**src/rtl/deserializer_pkg.sv**
```systemverilog
// deserializer_pkg
//   Shared types and constants for the serial-to-parallel byte receiver.
//   - deser_state_t       : receiver FSM state (RECEIVE, FULL)
//   - DESER_DEFAULT_WIDTH : default word width in bits
package deserializer_pkg;

  localparam int DESER_DEFAULT_WIDTH = 8;

  typedef enum logic [0:0] {
    RECEIVE = 1'b0,
    FULL    = 1'b1
  } deser_state_t;

endpackage : deserializer_pkg

```
**src/rtl/shift_reg_sipo.sv**
```systemverilog
// shift_reg_sipo
//   Serial-in parallel-out shift register, MSB first: each enabled edge
//   shifts the register left by one and inserts din at the LSB.
//   Ports:
//     clk     in   clock, rising edge
//     reset   in   synchronous active-high reset (clears the register)
//     clr     in   synchronous clear, has priority over en
//     en      in   shift enable
//     din     in   serial input bit
//     q_next  out  WIDTH-bit word the register would hold after a shift
//                  of din; lets the parent capture a completed word on the
//                  same edge that accepts its last bit
module shift_reg_sipo
  import deserializer_pkg::*;
#(
  parameter int WIDTH = DESER_DEFAULT_WIDTH
) (
  input  logic             clk,
  input  logic             reset,
  input  logic             clr,
  input  logic             en,
  input  logic             din,
  output logic [WIDTH-1:0] q_next
);

  logic [WIDTH-1:0] shift_q;
  logic [WIDTH-1:0] shift_d;

  // Shifted word, regardless of enable.
  always_comb begin
    q_next = {shift_q[WIDTH-2:0], din};
  end

  // Next register value: clear, shift or hold.
  always_comb begin
    shift_d = shift_q;
    if (clr) begin
      shift_d = '0;
    end else if (en) begin
      shift_d = q_next;
    end else begin
      shift_d = shift_q;
    end
  end

  // Register with synchronous reset.
  always_ff @(posedge clk) begin
    if (reset) begin
      shift_q <= '0;
    end else begin
      shift_q <= shift_d;
    end
  end

endmodule : shift_reg_sipo

```
**src/rtl/byte_deserializer.sv**
```systemverilog
// byte_deserializer
//   Shifts in one bit per clock while write_in is high (MSB first) and
//   presents each completed word on data_out with data_ready held high
//   until ack_in. While a word is held, incoming bits are ignored.
//   Ports:
//     clk_100mhz  in   system clock, rising edge
//     reset       in   synchronous active-high reset
//     data_in     in   serial data bit
//     write_in    in   bit-valid strobe
//     ack_in      in   consumer acknowledge for the held word
//     data_out    out  last completed word (registered, kept after ack)
//     data_ready  out  unacknowledged word held (registered)
//     status_out  out  block can accept bits, always !data_ready (registered)
module byte_deserializer
  import deserializer_pkg::*;
#(
  parameter int DATA_WIDTH = DESER_DEFAULT_WIDTH
) (
  input  logic                  clk_100mhz,
  input  logic                  reset,
  input  logic                  data_in,
  input  logic                  write_in,
  input  logic                  ack_in,
  output logic [DATA_WIDTH-1:0] data_out,
  output logic                  data_ready,
  output logic                  status_out
);

  localparam int CNT_W = $clog2(DATA_WIDTH);
  localparam logic [CNT_W-1:0] LAST_CNT = CNT_W'(DATA_WIDTH - 1);

  deser_state_t          state_q,      state_d;
  logic [CNT_W-1:0]      bit_cnt_q,    bit_cnt_d;
  logic [DATA_WIDTH-1:0] data_out_q,   data_out_d;
  logic                  data_ready_q, data_ready_d;
  logic                  status_q,     status_d;

  logic                  shift_en;
  logic                  shift_clr;
  logic [DATA_WIDTH-1:0] shift_next;

  shift_reg_sipo #(
    .WIDTH (DATA_WIDTH)
  ) u_shift (
    .clk    (clk_100mhz),
    .reset  (reset),
    .clr    (shift_clr),
    .en     (shift_en),
    .din    (data_in),
    .q_next (shift_next)
  );

  // FSM next-state, bit counter and output register updates.
  always_comb begin
    state_d      = state_q;
    bit_cnt_d    = bit_cnt_q;
    data_out_d   = data_out_q;
    data_ready_d = data_ready_q;
    status_d     = status_q;
    shift_en     = 1'b0;
    shift_clr    = 1'b0;

    case (state_q)
      RECEIVE: begin
        if (write_in) begin
          if (bit_cnt_q == LAST_CNT) begin
            // Last bit: capture the word directly from the shift path and
            // clear the shifter so the next word starts from a clean slate.
            shift_clr    = 1'b1;
            data_out_d   = shift_next;
            data_ready_d = 1'b1;
            status_d     = 1'b0;
            bit_cnt_d    = '0;
            state_d      = FULL;
          end else begin
            shift_en  = 1'b1;
            bit_cnt_d = bit_cnt_q + CNT_W'(1);
          end
        end else begin
          bit_cnt_d = bit_cnt_q;
        end
      end

      FULL: begin
        // Any write_in arriving with (or without) the ack is dropped here.
        if (ack_in) begin
          data_ready_d = 1'b0;
          status_d     = 1'b1;
          state_d      = RECEIVE;
        end else begin
          state_d = FULL;
        end
      end

      default: begin
        state_d      = RECEIVE;
        bit_cnt_d    = '0;
        data_ready_d = 1'b0;
        status_d     = 1'b1;
      end
    endcase
  end

  // State and output registers with synchronous reset.
  always_ff @(posedge clk_100mhz) begin
    if (reset) begin
      state_q      <= RECEIVE;
      bit_cnt_q    <= '0;
      data_out_q   <= '0;
      data_ready_q <= 1'b0;
      status_q     <= 1'b1;
    end else begin
      state_q      <= state_d;
      bit_cnt_q    <= bit_cnt_d;
      data_out_q   <= data_out_d;
      data_ready_q <= data_ready_d;
      status_q     <= status_d;
    end
  end

  assign data_out   = data_out_q;
  assign data_ready = data_ready_q;
  assign status_out = status_q;

endmodule : byte_deserializer

```
**config.mk**
```make
export PLATFORM = sky130hd
export DESIGN_NAME = byte_deserializer
export DESIGN_NICKNAME = d
export VERILOG_FILES = /design/src/rtl/deserializer_pkg.sv /design/src/rtl/shift_reg_sipo.sv /design/src/rtl/byte_deserializer.sv
export SDC_FILE = /design/constraint.sdc
export NUM_CORES = 1
export LEC_CHECK = 0
export ABC_AREA = 1
export CAP_MARGIN = 20
export CORE_MARGIN = 1.5
export CORE_UTILIZATION = 46
export DETAILED_ROUTE_END_ITERATION = 10
export GPL_TIMING_DRIVEN = 0
export PLACE_DENSITY = 0.73
export SYNTH_ARGS = -nofsm -noshare
export SYNTH_HDL_FRONTEND = slang
export SYNTH_HIERARCHICAL = 1
export SYNTH_SLANG_ARGS = --single-unit
```
**constraint.sdc**
```tcl
create_clock -name clk_100mhz -period 1.4 [get_ports clk_100mhz]
set_clock_uncertainty 0.15 [all_clocks]
set_input_delay 0.28 -clock clk_100mhz [delete_from_list [all_inputs] [get_ports clk_100mhz]]
set_output_delay 0.28 -clock clk_100mhz [all_outputs]
set_load 0.03 [all_outputs]
```
# ---- Word-level counts from Yosys, hierarchy flattened
# Index checks and enable logic that the tools add are counted.
dict set report word_totals {
  output_inout_bits 10
  word_cells 33
  ff_bits 21
}
dict set report op_classes {
  reduce_logical 4
  mux 17
  n_bitwise 1
  add_sub_neg 1
  n_eq_ne 4
}
# operator n
set op_table {}
lappend op_table {{$mux 1} 13}
lappend op_table {{$ne 2x2->1 const B} 3}
lappend op_table {{$pmux 1 s2} 3}
lappend op_table {{$reduce_and 3->1} 2}
lappend op_table {{$add 3x1->3 const B} 1}
lappend op_table {{$eq 3x3->1 const B} 1}
lappend op_table {{$mux 3} 1}
lappend op_table {{$reduce_and 2->1} 1}
lappend op_table {{$reduce_or 2->1} 1}
lappend op_table {{$not 1->1} 1}

# ---- Logic depth before layout (Yosys ltp)
dict set report logic_depth {
  word_depth 5
  ltp_mapped 7
  ltp_nobuf 7
}

# ---- Modules after synthesis
# The synthesis kept the hierarchy.
# module area_per_inst_um2 n_inst cells_per_inst
set by_module_without_submodules {}
lappend by_module_without_submodules {byte_deserializer 654.4 1 88}
lappend by_module_without_submodules {shift_reg_sipo 296.5 1 45}

# ---- Worst setup path before layout
# OpenSTA, ideal clock, no wires.
dict set report synth_timing {
  path_type {register to register}
  start {register bit_cnt_q[0]}
  end {register u_shift.shift_q[3]}
  period_less_slack_ps 1506
  arrival_time_ps 1244
  path_buffers 1
  path_stages_with_launch 8
  slack_ps -106
  required_time_ps 1137
  cell_sequence {dfxtp_1 > ha_1 > ha_1 > nor2_1 > buf_6 > nand2_1 > nand2_1 > nor2_1}
}
dict set report synth_via {
  word_cells_on_any_way 8
}
# element line
set synth_lines {}
lappend synth_lines {{from (decl)} byte_deserializer.sv:33} ;# logic [CNT_W-1:0] bit_cnt_q, bit_cnt_d;
lappend synth_lines {{from (signal assigned)} byte_deserializer.sv:114} ;# bit_cnt_q <= bit_cnt_d;
lappend synth_lines {{$eq 3x3->1} byte_deserializer.sv:66} ;# if (bit_cnt_q == LAST_CNT) begin
lappend synth_lines {{$mux 1} byte_deserializer.sv:66}
lappend synth_lines {{$mux 1} byte_deserializer.sv:65} ;# if (write_in) begin
lappend synth_lines {{$mux 1} byte_deserializer.sv:63} ;# case (state_q)
lappend synth_lines {{net shift_en} byte_deserializer.sv:38} ;# logic shift_en;
lappend synth_lines {{to (signal assigned)} shift_reg_sipo.sv:51} ;# shift_q <= shift_d;
lappend synth_lines {{to (decl)} shift_reg_sipo.sv:26} ;# logic [WIDTH-1:0] shift_q;
# The timed path passes the listed nets, and every way through them passes these cells.
# A chain may end at the register's enable or synchronous reset.

# ---- Worst setup path in the final report
dict set report layout_timing {
  start {register bit_cnt_q[1]}
  end {register data_out_q[7], in the netlist data_out[7]}
}
dict set report layout_via {
  elab_chain_len 2
}
# element line
set layout_lines {}
lappend layout_lines {{$eq 3x3->1} byte_deserializer.sv:66}
lappend layout_lines {{$reduce_and 3->1 (no source line)} -}
lappend layout_lines {{to (signal assigned)} byte_deserializer.sv:115} ;# data_out_q <= data_out_d;
lappend layout_lines {{to (decl)} byte_deserializer.sv:34} ;# logic [DATA_WIDTH-1:0] data_out_q, data_out_d;
# Every way passes these cells.

==> flow_metrics.py <==
metrics = {
    "detailed_routing": {
        "dr.pass1.iters": 4,
        "drc": 0,
        "vias_per_cell": 4.52,
        "drtIter0Drc": 15,
        "wl_per_cell_um": 12.1,
        "vias": 845,
        "final_antenna_net_count": 0,
        "wirelength_mm": 2.27,
    },
    "layout": {
        "drive_above_1_share_pct": 34.4,
        "antenna_cells": 0,
        "fill_cells": 178,
        "regArea_um2": 425,
        "area_growth_pct": 35.3,
        "multi_input_area_um2": 494,
        "finalCoreUtilization_pct": 65.6,
        "finalNonFillerCells": 187,
        "nNetsFinal": 169,
    },
    "logic_synthesis": {
        "syn_area_um2": 951,
        "synth_area_leaders": "dfxtp_1 (44%), nand2_1 (16%), nor2_1 (11%), inv_1 (7.1%), nor2_2 (6.6%)",
        "ys_types": 17,
        "synth_top_area_share_pct": 44.2,
        "ys_seq_area_share_pct": 44.2,
        "postSynthAreaPerCell_um2": 7.15,
        "yosys.area.top_type": "dfxtp_1",
        "netlist_instances": 133,
        "syn-num-nets": 141,
        "synth_warnings": 6,
        "ys_seq_elements": 21,
    },
    "die": {
        "die-width_um": 48.5,
        "core_area_um2": 1960,
        "die_height_um": 48.5,
        "ioPinCount": 15,
        "rows": 16,
        "floorplan.initialDensity_pct": 48.5,
        "dieArea_um2": 2350,
    },
    "power_and_ir_drop": {
        "powerDensity_nw_per_um2": 840,
        "peakVddDrop_mv": 0.603,
        "p_leak_nw": 0.653,
    },
    "outcome": {
        "status": "finished with violations",
        "violations": "negative setup slack",
    },
    "clock_tree": {
        "cts_tree": "done",
        "cts_htree_levels": 1,
        "root_buffer": "clkbuf_4",
        "numCtsBuffers": 3,
        "clk_latency_ns": 0.30,
        "cts_sinks": 21,
        "hold_buffers": 0,
        "cts.reportedPaths.clkPinSlew_ns": 0.13,
        "clk_path_buf_depth": 2,
    },
    "timing": {
        "fin_ws_ns": -0.0129,
        "worst_slew_pin_slew_ns": 0.327,
        "period_share_pct": 101,
        "setup-tns-final_ns": -0.0242,
        "hold_viol": 0,
        "setup_viol": 2,
        "slew_headroom_pct": 78.1,
        "fmax_mhz": 708,
        "min_period_ns": 1.41,
        "maxSlewViolCount": 0,
        "rsz0062_at_grt": "yes",
    },
    "place": {
        "hpwl_mm": 1.22,
        "dp_cells": 174,
        "portBuffers": 14,
        "gp_congestion": 0.731,
    },
    "worst_setup_path": {
        "critPathMaxStageDelay_ns": 0.38,
        "slowest_stage": "dfxtp_2",
        "crit_family": "flip-flops",
        "start_kind": "flop",
        "required_ns": 1.50,
        "endpoint_kind": "flop",
        "worst-path-buf-inv": 1,
        "path_cells": "ha_4 -> ha_4 -> nand3_4 -> buf_6 -> nand2_1 -> nand2_1 -> nor2_1",
        "cp.arrival_ns": 1.52,
        "path_max_fanout": 6,
        "critPathKind": "reg2reg",
    },
    "grt": {
        "grt_first_pass_wirelength_mm": 3.35,
        "track_usage_pct": 18.2,
        "grt_max_degree": 13,
        "antenna_found_initial": 0,
        "grt.overflow.total": 0,
        "grt_pass1_vias": 794,
    },
    "min_path": {
        "hold_class": "reg2reg",
    },
    "run": {
        "drv_cap": 0,
    },
}
-- worst paths after layout --
| kind | endpoint | start | depth (start not counted) | slack (ns) |
|---|---|---|---|---|
| max | data_out[7] | bit_cnt_q[1] | 7 | -0.01 |
| min | data_ready | data_ready | 2 | 0.35 |
| max reg2reg | data_out[7] | bit_cnt_q[1] | 7 | -0.01 |
| min reg2reg | data_ready | data_ready | 2 | 0.35 |
-- cell type report --
| cell class | instances | area share [%] |
|---|---|---|
| multi-input combinational | 88 | 38.4 |
| sequential | 21 | 33.1 |
| timing repair buffer | 23 | 14.5 |
| inverter | 20 | 5.84 |
| buffer | 4 | 3.40 |
| tap | 27 | 2.63 |
| clock buffer | 3 | 1.75 |
| clock inverter | 1 | 0.389 |
-- synthesized netlist by cell type, drive strengths merged --
| library cell | instances |
|---|---|
| nand2 | 40 |
| nor2 | 38 |
| dfxtp | 21 |
| inv | 20 |
| buf | 4 |
| a21oi | 3 |
| ha | 3 |
| nand3 | 2 |
| o21ai | 1 |
| or2 | 1 |
-- power by group --
part / internal [mW] / total [mW] / switching, mW
registers: 0.621 / 0.644 / 0.0236
clock network: 0.106 / 0.304 / 0.197
logic: 0.0597 / 0.133 / 0.0730
total: 0.787 / 1.08 / 0.294
-- through the flow --
step	hold WS [ns]	power [mW]	setup slack (ns)	instance area, um2
2_1_floorplan	0.192	0.724	0.00775	963
3_3_place_gp	0.289	0.756	-0.352	1140
3_5_place_dp	0.305	0.761	-0.379	1140
4_1_cts	0.336	1.07	0.00163	1250
5_1_grt	0.365	1.13	-0.0791	1290
6_report	0.347	1.08	-0.0129	1290
-- sequential cells by signal, summed over array words and instances (netlist names) --
name             count
data_out             8
u_shift/shift_q      7
bit_cnt_q            3
data_ready           1
state_q              1
status_out           1
-- cell families (layout without fill, tap and decap cells) --
logic type               after synthesis  after routing  share of synthesized area, %
adder cells (fa/ha/maj)                3              3                          3.95
flip-flops                            21             21                          44.2
AO/OA/AOI/OAI                          4              4                          2.89
AND/OR/NAND/NOR                       81             81                          36.4
buffers and inverters                 24             51                          12.5
-- layout by cell type, fill, tap and decap left out --
cell             count
nand2_1             35
nor2_1              27
dfxtp_1             19
inv_1               17
buf_2               11
nor2_2               7
buf_4                6
nor2_4               4
nand2_2              4
clkdlybuf4s50_1      4
buf_6                4
inv_2                3
ha_4                 3
clkbuf_4             3
a21oi_2              2
nand2_4              1
nand3_4              1
buf_12               1
or2_0                1
nand3_2              1
a21oi_1              1
o21ai_0              1
dfxtp_4              1
dfxtp_2              1
clkinv_2             1
clkbuf_16            1
-- worst reg2reg max path, delay by kind of cell (launching register included) --
kind | cells | cell delay, ns
flops | 1 | 0.38
fa+ha+maj | 2 | 0.32
buf+inv | 1 | 0.16
simple gates | 4 | 0.37
-- repair_timing --
action                     in CTS  in global routing
setup buffers                   5                  2
pin swaps                       3                 12
resized for setup              40                 33
gates cloned                    0                  2
setup endpoints to repair      27                 26
-- routing by layer --
metal	global-route usage (%)	part of all wire, %
met2	31.9	51
met5	0	0
met4	8.57	3.0
met3	2.78	1.9
met1	21.9	44
Note: power is estimated with default switching activity, not from simulation.
